<file path="config.mk">
export PLATFORM = sky130hd
export DESIGN_NAME = flkc_gain_clip
export DESIGN_NICKNAME = d
export VERILOG_FILES = /design/src/rtl/flkc_gain_clip_pkg.sv /design/src/rtl/flkc_clip_ch.sv /design/src/rtl/flkc_gain_clip.sv
export SDC_FILE = /design/constraint.sdc
export NUM_CORES = 1
export LEC_CHECK = 0
export BUFFER_PORTS_ARGS = -buffer_cell sky130_fd_sc_hd__buf_2
export CAP_MARGIN = 20
export CORE_MARGIN = 5
export CORE_UTILIZATION = 59
export CTS_CLUSTER_DIAMETER = 150
export CTS_CLUSTER_SIZE = 20
export DETAILED_ROUTE_END_ITERATION = 7
export GPL_TIMING_DRIVEN = 0
export PLACE_DENSITY = 0.9
export SYNTH_ARGS = -nofsm -noshare
export SYNTH_HDL_FRONTEND = slang
export SYNTH_SLANG_ARGS = --single-unit
</file>
<file path="constraint.sdc">
create_clock -name clk -period 3.94 [get_ports clk]
set_clock_uncertainty 0.15 [all_clocks]
set_input_delay 0.394 -clock clk [delete_from_list [all_inputs] [get_ports clk]]
set_output_delay 0.394 -clock clk [all_outputs]
set_load 0.01 [all_outputs]
</file>
<file path="src/rtl/flkc_gain_clip_pkg.sv">
// Shared widths, constants and sideband types for the FLKC gain/clip stage.
package flkc_gain_clip_pkg;

    localparam int FLKC_K_BIT   = 14;
    // Pedestal-restored pixel width coming out of the gain multiplier.
    localparam int FLKC_PIX_BIT = 25;
    localparam int FLKC_SFT_BIT = 4;
    localparam int FLKC_CNT_BIT = 16;

    typedef struct packed {
        logic vld;
        logic sof;
        logic eof;
    } flkc_ctl_t;

    function automatic int flkc_pix_max(input int k_bit);
        return (1 << k_bit) - 1;
    endfunction

endpackage

</file>
<file path="src/rtl/flkc_clip_ch.sv">
// One channel of the gain/clip pipe: stage 1 arithmetic right shift,
// stage 2 clamp to the output pixel range with a clipped flag.
module flkc_clip_ch
    import flkc_gain_clip_pkg::*;
#(
    parameter int P_IN_BIT  = FLKC_PIX_BIT,
    parameter int P_K_BIT   = FLKC_K_BIT,
    parameter int P_SFT_BIT = FLKC_SFT_BIT
) (
    input  logic                 clk,
    input  logic                 rst_n,
    input  logic                 en_i,
    input  logic [P_IN_BIT-1:0]  sample_i,
    input  logic [P_SFT_BIT-1:0] sft_i,
    input  logic [P_K_BIT-1:0]   thres_i,
    input  logic                 clip_en_i,
    output logic [P_K_BIT-1:0]   pix_o,
    output logic                 clipped_o
);

    localparam logic signed [P_IN_BIT-1:0] PIX_MAX_EXT = P_IN_BIT'(flkc_pix_max(P_K_BIT));
    localparam logic [P_K_BIT-1:0]         PIX_MAX_K   = P_K_BIT'(flkc_pix_max(P_K_BIT));

    logic signed [P_IN_BIT-1:0] shift_d;
    logic signed [P_IN_BIT-1:0] shift_q;
    logic signed [P_IN_BIT-1:0] thres_ext;
    logic [P_K_BIT-1:0]         pix_d;
    logic [P_K_BIT-1:0]         pix_q;
    logic                       clipped_d;
    logic                       clipped_q;

    assign shift_d   = $signed(sample_i) >>> sft_i;
    assign thres_ext = $signed({{(P_IN_BIT - P_K_BIT){1'b0}}, thres_i});

    // thres_i / clip_en_i belong to the beat now held in stage 1, not the incoming one.
    always_comb begin
        pix_d     = shift_q[P_K_BIT-1:0];
        clipped_d = 1'b0;
        if (shift_q[P_IN_BIT-1]) begin
            pix_d     = '0;
            clipped_d = 1'b1;
        end else if (clip_en_i && (shift_q > thres_ext)) begin
            pix_d     = thres_i;
            clipped_d = 1'b1;
        end else if (shift_q > PIX_MAX_EXT) begin
            pix_d     = PIX_MAX_K;
            clipped_d = 1'b1;
        end
    end

    always_ff @(posedge clk) begin
        if (!rst_n) begin
            shift_q   <= '0;
            pix_q     <= '0;
            clipped_q <= 1'b0;
        end else if (en_i) begin
            shift_q   <= shift_d;
            pix_q     <= pix_d;
            clipped_q <= clipped_d;
        end
    end

    assign pix_o     = pix_q;
    assign clipped_o = clipped_q;

endmodule

</file>
<file path="src/rtl/flkc_gain_clip.sv">
// Two-stage shift/clamp pipe for P_CH_NUM channels with per-frame config
// latching and a per-frame clipped-sample counter.
module flkc_gain_clip
    import flkc_gain_clip_pkg::*;
#(
    parameter int P_K_BIT   = FLKC_K_BIT,
    parameter int P_CH_NUM  = 2,
    parameter int P_IN_BIT  = FLKC_PIX_BIT,
    parameter int P_SFT_BIT = FLKC_SFT_BIT,
    parameter int P_CNT_BIT = FLKC_CNT_BIT
) (
    input  logic                         clk,
    input  logic                         rst_n,
    input  logic                         s_valid,
    output logic                         s_ready,
    input  logic                         s_sof,
    input  logic                         s_eof,
    input  logic [P_CH_NUM*P_IN_BIT-1:0] s_data,
    input  logic [P_SFT_BIT-1:0]         cfg_y_gain_sft,
    input  logic [P_K_BIT-1:0]           cfg_thres_bayer,
    input  logic                         cfg_clip_en,
    output logic                         m_valid,
    input  logic                         m_ready,
    output logic                         m_sof,
    output logic                         m_eof,
    output logic [P_CH_NUM*P_K_BIT-1:0]  m_data,
    output logic [P_CNT_BIT-1:0]         clip_cnt,
    output logic                         clip_cnt_vld
);

    localparam int                   ADD_BIT = $clog2(P_CH_NUM + 1);
    localparam logic [P_CNT_BIT-1:0] CNT_MAX = '1;

    logic                 en;
    logic                 s_fire;
    logic                 m_fire;
    logic                 s_sof_beat;

    logic [P_SFT_BIT-1:0] sft_q;
    logic [P_SFT_BIT-1:0] sft_eff;
    logic [P_K_BIT-1:0]   thres_q;
    logic [P_K_BIT-1:0]   thres_eff;
    logic [P_K_BIT-1:0]   thres1_q;
    logic                 clip_en_q;
    logic                 clip_en_eff;
    logic                 clip_en1_q;

    flkc_ctl_t            ctl1_d;
    flkc_ctl_t            ctl1_q;
    flkc_ctl_t            ctl2_q;

    logic [P_CH_NUM-1:0]  clipped;
    logic [ADD_BIT-1:0]   clip_add;
    logic [P_CNT_BIT-1:0] cnt_base;
    logic [P_CNT_BIT:0]   cnt_sum;
    logic [P_CNT_BIT-1:0] cnt_next;
    logic [P_CNT_BIT-1:0] cnt_q;
    logic [P_CNT_BIT-1:0] clip_cnt_q;
    logic                 clip_cnt_vld_q;

    assign en         = !ctl2_q.vld || m_ready;
    assign s_ready    = en;
    assign s_fire     = s_valid && en;
    assign m_fire     = ctl2_q.vld && m_ready;
    assign s_sof_beat = s_valid && s_sof;

    // A sof beat is processed with the config on the pins; the rest of its frame uses the latched copy.
    assign sft_eff     = s_sof_beat ? cfg_y_gain_sft  : sft_q;
    assign thres_eff   = s_sof_beat ? cfg_thres_bayer : thres_q;
    assign clip_en_eff = s_sof_beat ? cfg_clip_en     : clip_en_q;

    always_ff @(posedge clk) begin
        if (!rst_n) begin
            sft_q     <= '0;
            thres_q   <= '1;
            clip_en_q <= 1'b0;
        end else if (s_fire && s_sof) begin
            sft_q     <= cfg_y_gain_sft;
            thres_q   <= cfg_thres_bayer;
            clip_en_q <= cfg_clip_en;
        end
    end

    always_comb begin
        ctl1_d     = '0;
        ctl1_d.vld = s_valid;
        ctl1_d.sof = s_valid && s_sof;
        ctl1_d.eof = s_valid && s_eof;
    end

    // Threshold and enable ride along with the beat so stage 2 clamps with its own frame's config.
    always_ff @(posedge clk) begin
        if (!rst_n) begin
            ctl1_q     <= '0;
            ctl2_q     <= '0;
            thres1_q   <= '1;
            clip_en1_q <= 1'b0;
        end else if (en) begin
            ctl1_q     <= ctl1_d;
            ctl2_q     <= ctl1_q;
            thres1_q   <= thres_eff;
            clip_en1_q <= clip_en_eff;
        end
    end

    for (genvar ch = 0; ch < P_CH_NUM; ch++) begin : g_ch
        flkc_clip_ch #(
            .P_IN_BIT  (P_IN_BIT),
            .P_K_BIT   (P_K_BIT),
            .P_SFT_BIT (P_SFT_BIT)
        ) u_ch (
            .clk       (clk),
            .rst_n     (rst_n),
            .en_i      (en),
            .sample_i  (s_data[ch*P_IN_BIT +: P_IN_BIT]),
            .sft_i     (sft_eff),
            .thres_i   (thres1_q),
            .clip_en_i (clip_en1_q),
            .pix_o     (m_data[ch*P_K_BIT +: P_K_BIT]),
            .clipped_o (clipped[ch])
        );
    end

    // A sof beat starts the count from its own clips, dropping any unterminated frame.
    always_comb begin
        clip_add = '0;
        for (int ch = 0; ch < P_CH_NUM; ch++) begin
            clip_add = clip_add + ADD_BIT'(clipped[ch]);
        end
        cnt_base = ctl2_q.sof ? '0 : cnt_q;
        cnt_sum  = {1'b0, cnt_base} + (P_CNT_BIT + 1)'(clip_add);
        cnt_next = cnt_sum[P_CNT_BIT] ? CNT_MAX : cnt_sum[P_CNT_BIT-1:0];
    end

    always_ff @(posedge clk) begin
        if (!rst_n) begin
            cnt_q          <= '0;
            clip_cnt_q     <= '0;
            clip_cnt_vld_q <= 1'b0;
        end else begin
            clip_cnt_vld_q <= 1'b0;
            if (m_fire) begin
                if (ctl2_q.eof) begin
                    clip_cnt_q     <= cnt_next;
                    clip_cnt_vld_q <= 1'b1;
                    cnt_q          <= '0;
                end else begin
                    cnt_q <= cnt_next;
                end
            end
        end
    end

    assign m_valid      = ctl2_q.vld;
    assign m_sof        = ctl2_q.sof;
    assign m_eof        = ctl2_q.eof;
    assign clip_cnt     = clip_cnt_q;
    assign clip_cnt_vld = clip_cnt_vld_q;

endmodule

</file>
==> results.py <==
metrics = {
    "status": {
        "status": "complete, no violations",
    },
    "global_route": {
        "grt-ovfl-total": 0,
        "grtUsageTotal": 0.3208,
        "grt_max_degree": 17,
        "grt_first_pass_wirelength_mm": 46.49,
        "grt_pass1_vias": 8995,
        "antenna_found_initial": 0,
    },
    "power": {
        "p_sw_frac": 0.3170,
        "p_clk_frac": 0.369,
        "seqPwrFrac": 0.425,
        "p_int_mw": 2.894,
        "switchingPower_mw": 1.343,
        "ir_worst_vdd_mv": 0.3901,
        "combPwrFrac": 0.205,
        "power_density_nw_per_um2": 404.4,
        "power.leakage_nw": 4.515,
    },
    "floorplan": {
        "initial_utilization": 0.6002,
        "coreArea_um2": 15150,
        "dieHeight_um": 134.1,
        "rows": 45,
        "die_w_um": 134.1,
        "dieArea_um2": 17990,
        "ios": 124,
    },
    "route": {
        "routedWlPerCell_um": 19.86,
        "viasPerCell": 6.553,
        "wl_mm": 29.53,
        "route.detailed.drc": 0,
        "ant_nets": 0,
        "first_pass_iters": 6,
        "drtIter0Drc": 1048,
        "vias": 9745,
    },
    "critical_path": {
        "start_kind": "flip-flop",
        "crit_type": "flip-flop to flip-flop",
        "path_max_fanout": 10,
        "end_kind": "flip-flop",
        "cp.required_ns": 4.14,
        "critPathArrivalTime_ns": 3.82,
    },
    "placement": {
        "dp_hpwl_mm": 22.97,
        "portBuffers": 118,
        "place_congestion": 0.9887,
    },
    "logic_synthesis": {
        "synth-edff-count": 0,
        "synth-simple-area-share": 0.2176,
        "muxShareOfSynthArea": 0.06745,
        "synth_cell_types": 73,
        "synth_ff_type": "dfxtp_1",
        "yosys.area_share.xor_xnor": 0.01060,
        "ys_warn_count": 0,
        "syn_avg_cell_area_um2": 7.911,
        "synth_top_family_by_area": "compound AO/OA/AOI/OAI gates",
        "ys_seq_area_frac": 0.3370,
        "async_flop_share": 0,
        "synth-seq-cells": 153,
        "synth.cell_area_um2": 9090,
        "synthesis.nets": 1254,
        "synthAdderAreaFrac": 0.04212,
        "netlist_instances": 1149,
        "synth-compound-area-share": 0.2670,
    },
    "timing": {
        "report.final.slew_viol_count": 0,
        "relSlewSlack": 0.4566,
        "fin_crit_ns": 3.629,
        "tns_ns": 0,
        "whs_ns": 0.04226,
        "hold_violations": 0,
        "fmax_mhz": 275.6,
        "worst_pin_slew_ns": 0.8120,
        "post-route-period-util": 0.9211,
        "rsz0062_at_grt": "no",
        "setup_viol": 0,
    },
    "clock_tree": {
        "clock_latency_ns": 0.43,
        "cts_buffers": 17,
        "clkSinkCount": 153,
        "cts_root_buffer": "clkbuf_16",
        "clk_pin_slew_ns": 0.06,
        "cts_buffer_depth": 2,
        "cts_tree": "yes",
        "htreeDepth": 4,
        "cts_hold_buf": 0,
        "cts_setup_buffers": 0,
        "cts_resized": 0,
    },
    "finish": {
        "nets": 1391,
        "diodes": 0,
        "area_delta_synth_final_pct": 15.26,
        "drive_above_1_share": 0.1778,
        "fill_cells": 1242,
        "layout_commonest_cell": "nand2_1",
        "final_cell_mix": "200 x nand2_1, 153 x dfxtp_1, 151 x buf_2, 100 x a21oi_1, 77 x nand3_1",
    },
    "flow_run": {
        "max_cap_violations": 0,
    },
    "hold_path": {
        "hold_class": "primary input to flip-flop",
    },
}
## state kept, by name, indices dropped and copies added (netlist names)
| register | count |
|---|---|
| g_ch.u_ch.shift_q | 50 |
| g_ch.u_ch.pix_o | 28 |
| clip_cnt | 16 |
| cnt_q | 16 |
| thres1_q | 14 |
| thres_q | 14 |
| sft_q | 4 |
| ctl1_q | 3 |
| g_ch.u_ch.clipped_o | 2 |
| clip_cnt_vld | 1 |
| clip_en1_q | 1 |
| clip_en_q | 1 |
| m_eof | 1 |
| m_sof | 1 |
| m_valid | 1 |
## layout make-up
cell class / count / area, µm² / share of cell area
inverter: 25 / 93.84 / 0.008956
sequential: 153 / 3063 / 0.2923
timing repair buffer: 118 / 590.6 / 0.05637
tap: 188 / 235.2 / 0.02245
clock inverter: 14 / 122.6 / 0.01170
clock buffer: 18 / 439.2 / 0.04192
multi-input combinational: 878 / 5498 / 0.5247
buffer: 93 / 435.4 / 0.04156
## final timing paths
path | slack, ns | cells after the start | to | start
worst max-delay path | 0.31 | 14 | cnt_q[13] | m_sof
worst min-delay path | 0.04 | 3 | thres_q[8] | cfg_thres_bayer[8]
worst max register to register | 0.31 | 14 | cnt_q[13] | m_sof
worst min register to register | 0.29 | 2 | g_ch[0].u_ch.pix_o[5] | g_ch[0].u_ch.pix_o[5]
## power groups by stage
stage / sequential [mW] / clock [mW] / combinational, mW
final: 1.80 / 1.57 / 0.870
after detailed placement: 1.83 / 0 / 0.839
after floorplan: 1.80 / 0 / 0.562
after global placement: 1.82 / 0 / 0.821
after global routing: 1.81 / 1.64 / 0.949
after CTS: 1.80 / 1.56 / 0.847
## metal layers
layer / part of all wire / routed length, µm / global-route usage / vias up
met5: 0 / 0 / 0 / -
met4: 0.035 / 1048 / 0.1193 / 0
met3: 0.096 / 2849 / 0.06002 / 107
met2: 0.44 / 12920 / 0.4986 / 612
met1: 0.43 / 12710 / 0.4459 / 4506
li1: - / - / - / 4520
## critical path: stages, from the launching register on
cell      delay, ns
dfxtp_1        0.36
buf_2          0.21
inv_1          0.13
buf_2          0.26
nand2_1        0.10
fa_1           0.42
inv_1          0.10
ha_1           0.18
nand3_1        0.21
or4_4          0.47
buf_6          0.15
nor3_2         0.25
buf_4          0.23
a311oi_1       0.10
o21ai_0        0.22
## stage by stage
stage / total power, mW / utilization / setup slack, ns / cells / instance area, µm²
3_3_place_gp: 2.644 / 0.6547 / 0.4620 / 1455 / 9916
4_1_cts: 4.206 / 0.6918 / 0.3550 / 1487 / 10480
5_1_grt: 4.398 / 0.6918 / 0.1197 / 1487 / 10480
2_1_floorplan: 2.359 / - / 0.8446 / 1149 / 9090
3_5_place_dp: 2.667 / 0.6547 / 0.3966 / 1455 / 9916
6_report: 4.237 / 0.6918 / 0.3110 / 1487 / 10480
## cell usage after synthesis, types with 3 or more instances
cell | instances | share of area
nand2_1 | 200 | 0.083
dfxtp_1 | 153 | 0.34
a21oi_1 | 100 | 0.055
nand3_1 | 77 | 0.042
o21ai_0 | 63 | 0.035
mux2i_1 | 57 | 0.063
nor2_1 | 52 | 0.021
clkbuf_1 | 51 | 0.021
a211oi_1 | 39 | 0.032
buf_2 | 33 | 0.018
ha_1 | 29 | 0.040
o41ai_1 | 29 | 0.028
inv_1 | 24 | 0.0099
o21ai_1 | 21 | 0.012
and3_1 | 16 | 0.011
nor3_1 | 14 | 0.0077
o221ai_1 | 14 | 0.013
o31ai_1 | 11 | 0.0091
a211o_1 | 10 | 0.0096
a211oi_2 | 9 | 0.012
a31oi_1 | 9 | 0.0062
and2_1 | 9 | 0.0062
nand4_1 | 8 | 0.0055
o211ai_1 | 8 | 0.0066
a2111oi_1 | 6 | 0.0066
a21boi_0 | 6 | 0.0050
a22oi_1 | 6 | 0.0050
and4_1 | 6 | 0.0058
nor4_2 | 6 | 0.0083
xnor2_1 | 6 | 0.0058
a21o_1 | 5 | 0.0041
buf_6 | 5 | 0.0062
xor2_1 | 5 | 0.0048
a21oi_2 | 3 | 0.0029
a22o_1 | 3 | 0.0029
a2bb2oi_1 | 3 | 0.0029
or2_2 | 3 | 0.0021
## logic make-up after synthesis
| kind of cell | after synthesis |
|---|---|
| AND/OR/NAND/NOR | 413 |
| AO/OA/AOI/OAI | 364 |
| flip-flops | 153 |
| buffers and inverters | 118 |
| multiplexers | 60 |
| adder cells (fa/ha/maj) | 30 |
| XOR/XNOR | 11 |
No activity file was read; power rests on OpenSTA's default activity.
